--- src/rtl/sub_pkg.sv ---
// Shared types and reset constants for the bit-serial subtractor.
// Provides the FSM state enum and the reset values of the visible outputs.
package sub_pkg;

    typedef enum logic [1:0] {
        IDLE,
        RUN,
        DONE
    } sub_state_e;

    localparam sub_state_e RST_STATE     = IDLE;
    localparam logic       RST_IN_READY  = 1'b1;
    localparam logic       RST_OUT_VALID = 1'b0;
    localparam logic       RST_B_OUT     = 1'b0;
    localparam logic       RST_BORROW    = 1'b0;

endpackage

--- src/rtl/full_subtractor.sv ---
// One-bit full subtractor cell: d = a - b - b_in, borrow out in b_out.
// Ports: a, b, b_in (in), d, b_out (out). Purely combinational.
module full_subtractor (
    input  logic a,
    input  logic b,
    input  logic b_in,
    output logic d,
    output logic b_out
);

    assign d     = a ^ b ^ b_in;
    assign b_out = (~a & b) | (~(a ^ b) & b_in);

endmodule

--- src/rtl/serial_subtractor.sv ---
// Bit-serial unsigned subtractor, LSB first, one bit per clock.
// Ports: clk, rst_n, in_valid/in_ready/a/b, out_valid/out_ready/diff/b_out.
module serial_subtractor #(
    parameter int Width = 4
) (
    input  logic             clk,
    input  logic             rst_n,
    input  logic             in_valid,
    output logic             in_ready,
    input  logic [Width-1:0] a,
    input  logic [Width-1:0] b,
    output logic             out_valid,
    input  logic             out_ready,
    output logic [Width-1:0] diff,
    output logic             b_out
);

    import sub_pkg::*;

    localparam int CntW = $clog2(Width + 1);

    sub_state_e       state_q;
    logic [Width-1:0] a_sh_q;
    logic [Width-1:0] b_sh_q;
    logic [Width-1:0] diff_sh_q;
    logic [Width-1:0] diff_sh_d;
    logic             bor_q;
    logic             bor_d;
    logic             d_bit;
    logic [CntW-1:0]  cnt_q;
    logic [Width-1:0] diff_q;
    logic             b_out_q;
    logic             in_ready_q;
    logic             out_valid_q;
    logic             last_bit;

    full_subtractor u_cell (
        .a     (a_sh_q[0]),
        .b     (b_sh_q[0]),
        .b_in  (bor_q),
        .d     (d_bit),
        .b_out (bor_d)
    );

    // New difference bit enters at the MSB so that after Width shifts
    // the LSB computed first has arrived at bit 0.
    generate
        if (Width == 1) begin : g_w1
            assign diff_sh_d = d_bit;
        end else begin : g_wn
            assign diff_sh_d = {d_bit, diff_sh_q[Width-1:1]};
        end
    endgenerate

    assign last_bit = (cnt_q == CntW'(Width - 1));

    always_ff @(posedge clk or negedge rst_n) begin
        if (!rst_n) begin
            state_q     <= RST_STATE;
            a_sh_q      <= '0;
            b_sh_q      <= '0;
            diff_sh_q   <= '0;
            bor_q       <= RST_BORROW;
            cnt_q       <= '0;
            diff_q      <= '0;
            b_out_q     <= RST_B_OUT;
            in_ready_q  <= RST_IN_READY;
            out_valid_q <= RST_OUT_VALID;
        end else begin
            unique case (state_q)
                IDLE: begin
                    if (in_valid && in_ready_q) begin
                        a_sh_q     <= a;
                        b_sh_q     <= b;
                        diff_sh_q  <= '0;
                        bor_q      <= 1'b0;
                        cnt_q      <= '0;
                        in_ready_q <= 1'b0;
                        state_q    <= RUN;
                    end
                end
                RUN: begin
                    a_sh_q    <= a_sh_q >> 1;
                    b_sh_q    <= b_sh_q >> 1;
                    diff_sh_q <= diff_sh_d;
                    bor_q     <= bor_d;
                    cnt_q     <= cnt_q + CntW'(1);
                    if (last_bit) begin
                        diff_q      <= diff_sh_d;
                        b_out_q     <= bor_d;
                        out_valid_q <= 1'b1;
                        state_q     <= DONE;
                    end
                end
                DONE: begin
                    if (out_ready) begin
                        out_valid_q <= 1'b0;
                        in_ready_q  <= 1'b1;
                        state_q     <= IDLE;
                    end
                end
                default: begin
                    out_valid_q <= 1'b0;
                    in_ready_q  <= 1'b1;
                    state_q     <= IDLE;
                end
            endcase
        end
    end

    assign in_ready  = in_ready_q;
    assign out_valid = out_valid_q;
    assign diff      = diff_q;
    assign b_out     = b_out_q;

endmodule

--- config.mk ---
export PLATFORM = sky130hd
export DESIGN_NAME = serial_subtractor
export DESIGN_NICKNAME = d
export VERILOG_FILES = /design/src/rtl/sub_pkg.sv /design/src/rtl/full_subtractor.sv /design/src/rtl/serial_subtractor.sv
export SDC_FILE = /design/constraint.sdc
export NUM_CORES = 1
export LEC_CHECK = 0
export ABC_CLOCK_PERIOD_IN_PS = 4100
export BUFFER_PORTS_ARGS = -buffer_cell sky130_fd_sc_hd__buf_2
export CORE_MARGIN = 3
export CORE_UTILIZATION = 57
export DETAILED_ROUTE_END_ITERATION = 12
export PLACE_DENSITY = 0.91
export SLEW_MARGIN = 20
export SYNTH_ARGS = -nofsm -noshare
export SYNTH_HDL_FRONTEND = slang
export SYNTH_SLANG_ARGS = --single-unit
--- constraint.sdc ---
create_clock -name clk -period 4.1 [get_ports clk]
set_clock_uncertainty 0.1 [all_clocks]
set_input_delay 0.205 -clock clk [delete_from_list [all_inputs] [get_ports clk]]
set_output_delay 0.205 -clock clk [all_outputs]
set_load 0.01 [all_outputs]
# ---- Yosys cells after proc, flatten, opt, wreduce, memory -nomap -nowiden
# Cells that the tools add are included.
# Widths: inputs -> output; s select.
dict set report totals {
  reg_bits 25
  elab_cells 53
  output_inout_bits 7
  input_bits 12
}
dict set report classes {
  mux 19
  n_eq_ne 6
  addsub 1
  n_reduce_logical 8
  bitwise 9
}
# op n
set ops {}
lappend ops {{$pmux 4 s2} 3}
lappend ops {{$mux 4} 3}
lappend ops {{$reduce_and 3->1} 3}
lappend ops {{$mux 2} 3}
lappend ops {{$ne 2x2->1 const B} 3}
lappend ops {{$pmux 1 s3} 2}
lappend ops {{$pmux 2 s3} 1}
lappend ops {{$pmux 3 s2} 1}
lappend ops {{$mux 1} 4}
lappend ops {{$not 1->1} 4}
lappend ops {{$reduce_and 2->1} 2}
lappend ops {{$add 3x1->3 const B} 1}
lappend ops {{$eq 3x2->1 const B} 1}
lappend ops {{$mux 3} 1}
lappend ops {{$and 1x1->1} 2}
lappend ops {{$eq 2x1->1 const B} 1}
lappend ops {{$eq 2x2->1 const B} 1}
lappend ops {{$logic_not 2->1} 1}
lappend ops {{$pmux 1 s2} 1}
lappend ops {{$reduce_bool 2->1} 1}
lappend ops {{$xor 1x1->1} 2}
lappend ops {{$logic_and 1x1->1} 1}
lappend ops {{$or 1x1->1} 1}

# ---- Longest topological paths before layout
dict set report depth {
  depth_word 5
  depth_mapped 5
  mapped_depth_nobuf 5
}

# ---- Cells and area by module
# A second synthesis with hierarchy kept.
dict set report hier_totals {
  cells_unflattened 93
  area_unflattened_um2 1112.3
}
# module cells_each n_inst area_each_um2
set by_module_without_submodules {}
lappend by_module_without_submodules {serial_subtractor 89 1 1081.0}
lappend by_module_without_submodules {full_subtractor 4 1 31.3}

# ---- Least setup slack after synthesis
# No wires, ideal clock.
dict set report synth_timing {
  path_type {reg2reg}
  from {register cnt_q[0]}
  to {register diff_q[0], in the netlist diff[0]}
  synth_period_minus_slack_ns 1.475
  path_slack_ns 2.625
  n_path_buf 0
  required_ns 3.875
  arrival_time_ns 1.251
  stages_incl_launch_ff 5
  path_cell_list {dfrtp_1 ha_1 ha_1 nand3b_2 mux2_2}
}
dict set report synth_between {
  elab_chain_cells 2
}
# item line_no
set synth_rtl {}
lappend synth_rtl {{from (decl)} serial_subtractor.sv:30} ;# logic [CntW-1:0] cnt_q;
lappend synth_rtl {{from (signal assigned)} serial_subtractor.sv:87} ;# cnt_q <= cnt_q + CntW'(1);
lappend synth_rtl {{$eq 3x2->1} serial_subtractor.sv:55} ;# assign last_bit = (cnt_q == CntW'(Width - 1));
lappend synth_rtl {{$reduce_and 2->1 (no line)} -}
lappend synth_rtl {{to (signal assigned)} serial_subtractor.sv:89} ;# diff_q <= diff_sh_d;
lappend synth_rtl {{to (decl)} serial_subtractor.sv:31} ;# logic [Width-1:0] diff_q;
# No other way between the ends.
# A chain may end at the register's enable or synchronous reset.

# ---- Worst setup path in the final report
dict set report layout_timing {
  from {register state_q[1]}
  to {register b_sh_q[0]}
}
dict set report layout_between {
  elab_chain_cells 3
  elab_cells_between_ends 6
  cone_classes {eq/ne (2); mux (1); reduce/logical (3)}
}
# item line_no
set layout_rtl {}
lappend layout_rtl {{from (decl)} serial_subtractor.sv:22} ;# sub_state_e state_q;
lappend layout_rtl {{from (signal assigned)} serial_subtractor.sv:59} ;# state_q <= RST_STATE;
lappend layout_rtl {{from (signal assigned)} serial_subtractor.sv:79} ;# state_q <= RUN;
lappend layout_rtl {{from (signal assigned)} serial_subtractor.sv:92} ;# state_q <= DONE;
lappend layout_rtl {{$eq 2x1->1 / $logic_not 2->1 (equally long branches)} serial_subtractor.sv:70} ;# unique case (state_q)
lappend layout_rtl {{$reduce_bool 2->1 (no line) / $ne 2x2->1 (equally long branches)} -}
lappend layout_rtl {{$reduce_and 2->1 (no line)} -}
lappend layout_rtl {{to (signal assigned)} serial_subtractor.sv:84} ;# b_sh_q <= b_sh_q >> 1;
lappend layout_rtl {{to (decl)} serial_subtractor.sv:24} ;# logic [Width-1:0] b_sh_q;
# Parallel ways exist; a longest one is shown, timed or not.

==> results.yml <==
outcome:
  status: "finished clean"
place:
  dp_slack_ps: 2460
  placedCellCount: 132
  io_buffers: 18
  dp.final_hpwl_um: 1380
  gp_congestion: 0.801
finish:
  antenna_cells: 0
  nNetsFinal: 128
  fin_cells: 137
  area_delta_synth_final_pct: 11.2
  drive_above_1_share: 0.277
clock_tree:
  clk_pin_slew_ps: 120
  cts_tree: "yes"
  cts_resized: 0
  cts_made_buffers: 3
  root_buffer: "clkbuf_4"
  worstSkewPairLatency_ps: 310
  clock_sinks: 24
  clockBufferDepth: 2
  h-tree-depth: 1
flow_run:
  max_cap_viol_count: 0
pwr:
  clock_power_share: 0.131
  p_switching_mw: 0.280
  p_per_area_mw_per_mm2: 654
  p_leak_nw: 0.617
  fin_total_pwr_mw: 0.787
  ir_drop_mv: 0.338
  swShare: 0.356
  seqPwrFrac: 0.504
  p_int_mw: 0.507
  power.share.combinational: 0.365
synth:
  synth_area_per_cell_um2: 11.5
  syn_area_mm2: 0.00108
  synth.largest_area_cell: "dfrtp_1"
  ys_seq_elements: 24
  ys_top_cells_by_area: "dfrtp_1 53%, mux2i_1 5.5%, mux2_2 5.2%"
  yosysSeqAreaShare: 0.556
  synth.net_count: 109
  yosysWarnings: 0
  synth_top_area_share: 0.532
  synth_cell_types: 24
  syn-instance-count: 94
setup_path:
  critPathArrivalTime_ps: 1730
  endpoint_kind: "flop"
  worstPathRequired_ps: 4200
  criticalPathCategory: "reg -> reg"
  cp-start-kind: "flop"
  critPathMaxFanout: 19
timing:
  grt_setup_unrepaired: "false"
  slew_viol_final: 0
  finalWorstSetupSlack_ps: 2480
  tns_ps: 0
  setup_violations: 0
  hold_viol: 0
  timing.fmax_mhz: 616
  slew_headroom: 0.665
  finalCritPeriodShare: 0.396
  worstMarginPinSlew_ps: 503
  finalCriticalPeriod_ps: 1620
global_route:
  grt_max_degree: 25
  busiest_layer: "met2"
  grt_first_pass_wirelength_um: 3410
  grt_overflow: 0
  grt.met1_usage: 0.251
  grt_pass1_vias: 749
  grt_use_total: 0.176
  gr-usage-met3: 0.0272
  met2_usage: 0.278
  antenna_found_initial: 0
routing:
  vias_per_cell: 5.40
  wl_per_cell_um: 13.2
  drc: 0
  drt_iter0_drc: 10
  routed_wl_um: 1800
  vias: 740
  dr.pass1.iters: 4
  ant_nets: 0
die:
  io_pins: 19
  fp.dieH_um: 49.6
  fp.dieArea_mm2: 0.00246
  core_area_mm2: 0.00176
  initial_core_util: 0.613
  placement_rows: 15
  die_x_um: 49.6
worst_hold_path:
  min_path_type: "in -> reg"
[power groups by stage]
stage	clock [mW]	combinational, mW	sequential [mW]
3_3_place_gp	0	0.278	0.396
2_1_floorplan	0	0.228	0.387
4_1_cts	0.106	0.294	0.396
3_5_place_dp	0	0.291	0.402
5_1_grt	0.117	0.327	0.414
6_report	0.103	0.288	0.397
[final cells by class]
cell class | instances | area (um2)
sequential | 24 | 602
timing repair buffer | 19 | 100
tap | 25 | 31.3
inverter | 3 | 11.3
clock buffer | 4 | 26.3
multi-input combinational | 62 | 433
fill | 154 | 561
[worst max-delay path, cell delays in order (launching register included)]
cell and delay, ps:
dfrtp_1 640, nand2b_1 450, mux2i_1 250, o21ai_1 70
[cell usage after synthesis, drive strengths merged]
cell    count
buf         4
nor2        5
and2b       1
mux2        5
or2         1
a22o        4
ha          2
dfrtp      23
nand2       7
nor3        1
a21oi       6
fa          1
nand2b      2
o21ai      16
clkbuf      1
o22ai       2
dfstp       1
nand3b      1
inv         3
mux2i       6
and4b       2
[worst paths after layout]
kind,startpoint,endpoint,slack (ps),cells past startpoint
max,state_q[1],b_sh_q[0],2480,3
min,out_ready,in_ready,50,3
max reg2reg,state_q[1],b_sh_q[0],2480,3
min reg2reg,b_out,b_out,390,2
max in group asynchronous,rst_n,in_ready,3260,2
min in group asynchronous,rst_n,a_sh_q[2],270,2
[layout by cell type (no fill, tap or decap), types with 2 or more instances in the layout]
cell type  instances
ha_1               2
dfrtp_1           23
buf_2             18
o22ai_1            2
nand2_1            7
a21oi_1            5
inv_1              3
nor2_1             5
nand2b_1           2
o21ai_0           10
clkbuf_4           3
mux2i_1            6
mux2_2             5
o21ai_1            6
and4b_2            2
a22o_1             4
[through the flow]
stage | util | hold WS, ps | cell area, um2
global route | 0.682 | 66.6 | 1200
floorplan | - | -191 | 1080
CTS | 0.682 | 52.1 | 1200
finish | 0.682 | 48.8 | 1200
global placement | 0.662 | 101 | 1170
detailed placement | 0.662 | 102 | 1170
[layer usage]
| metal | up-vias | share of wire | wire length, um |
|---|---|---|---|
| met4 | 0 | 0.015 | 27 |
| met2 | 18 | 0.48 | 862 |
| met1 | 352 | 0.47 | 840 |
| met3 | 4 | 0.041 | 74 |
| li1 | 366 | - | - |
| met5 | - | 0 | 0 |
[cells by family (layout without fill, tap and decap cells)]
kind of cell / after synthesis / after routing / share of synthesized area
DFF: 24 / 24 / 0.556
adders and majority gates: 3 / 3 / 0.0416
and+or+nand+nor: 20 / 20 / 0.102
AOI/OAI and AO/OA: 28 / 28 / 0.149
buffers and inverters: 8 / 26 / 0.0439
muxes: 11 / 11 / 0.108
[registers in the layout (all words and copies together) (netlist names), 2 cells and up]
name       count
cnt_q          3
b_sh_q         4
diff_sh_q      3
state_q        2
a_sh_q         4
diff           4
[what timing repair did]
item | CTS | global route
endpoints found under the hold margin | 23 | 0
hold buffers | 1 | 0
setup buffers | 0 | 0
Note: power is estimated with default switching activity, not from simulation.
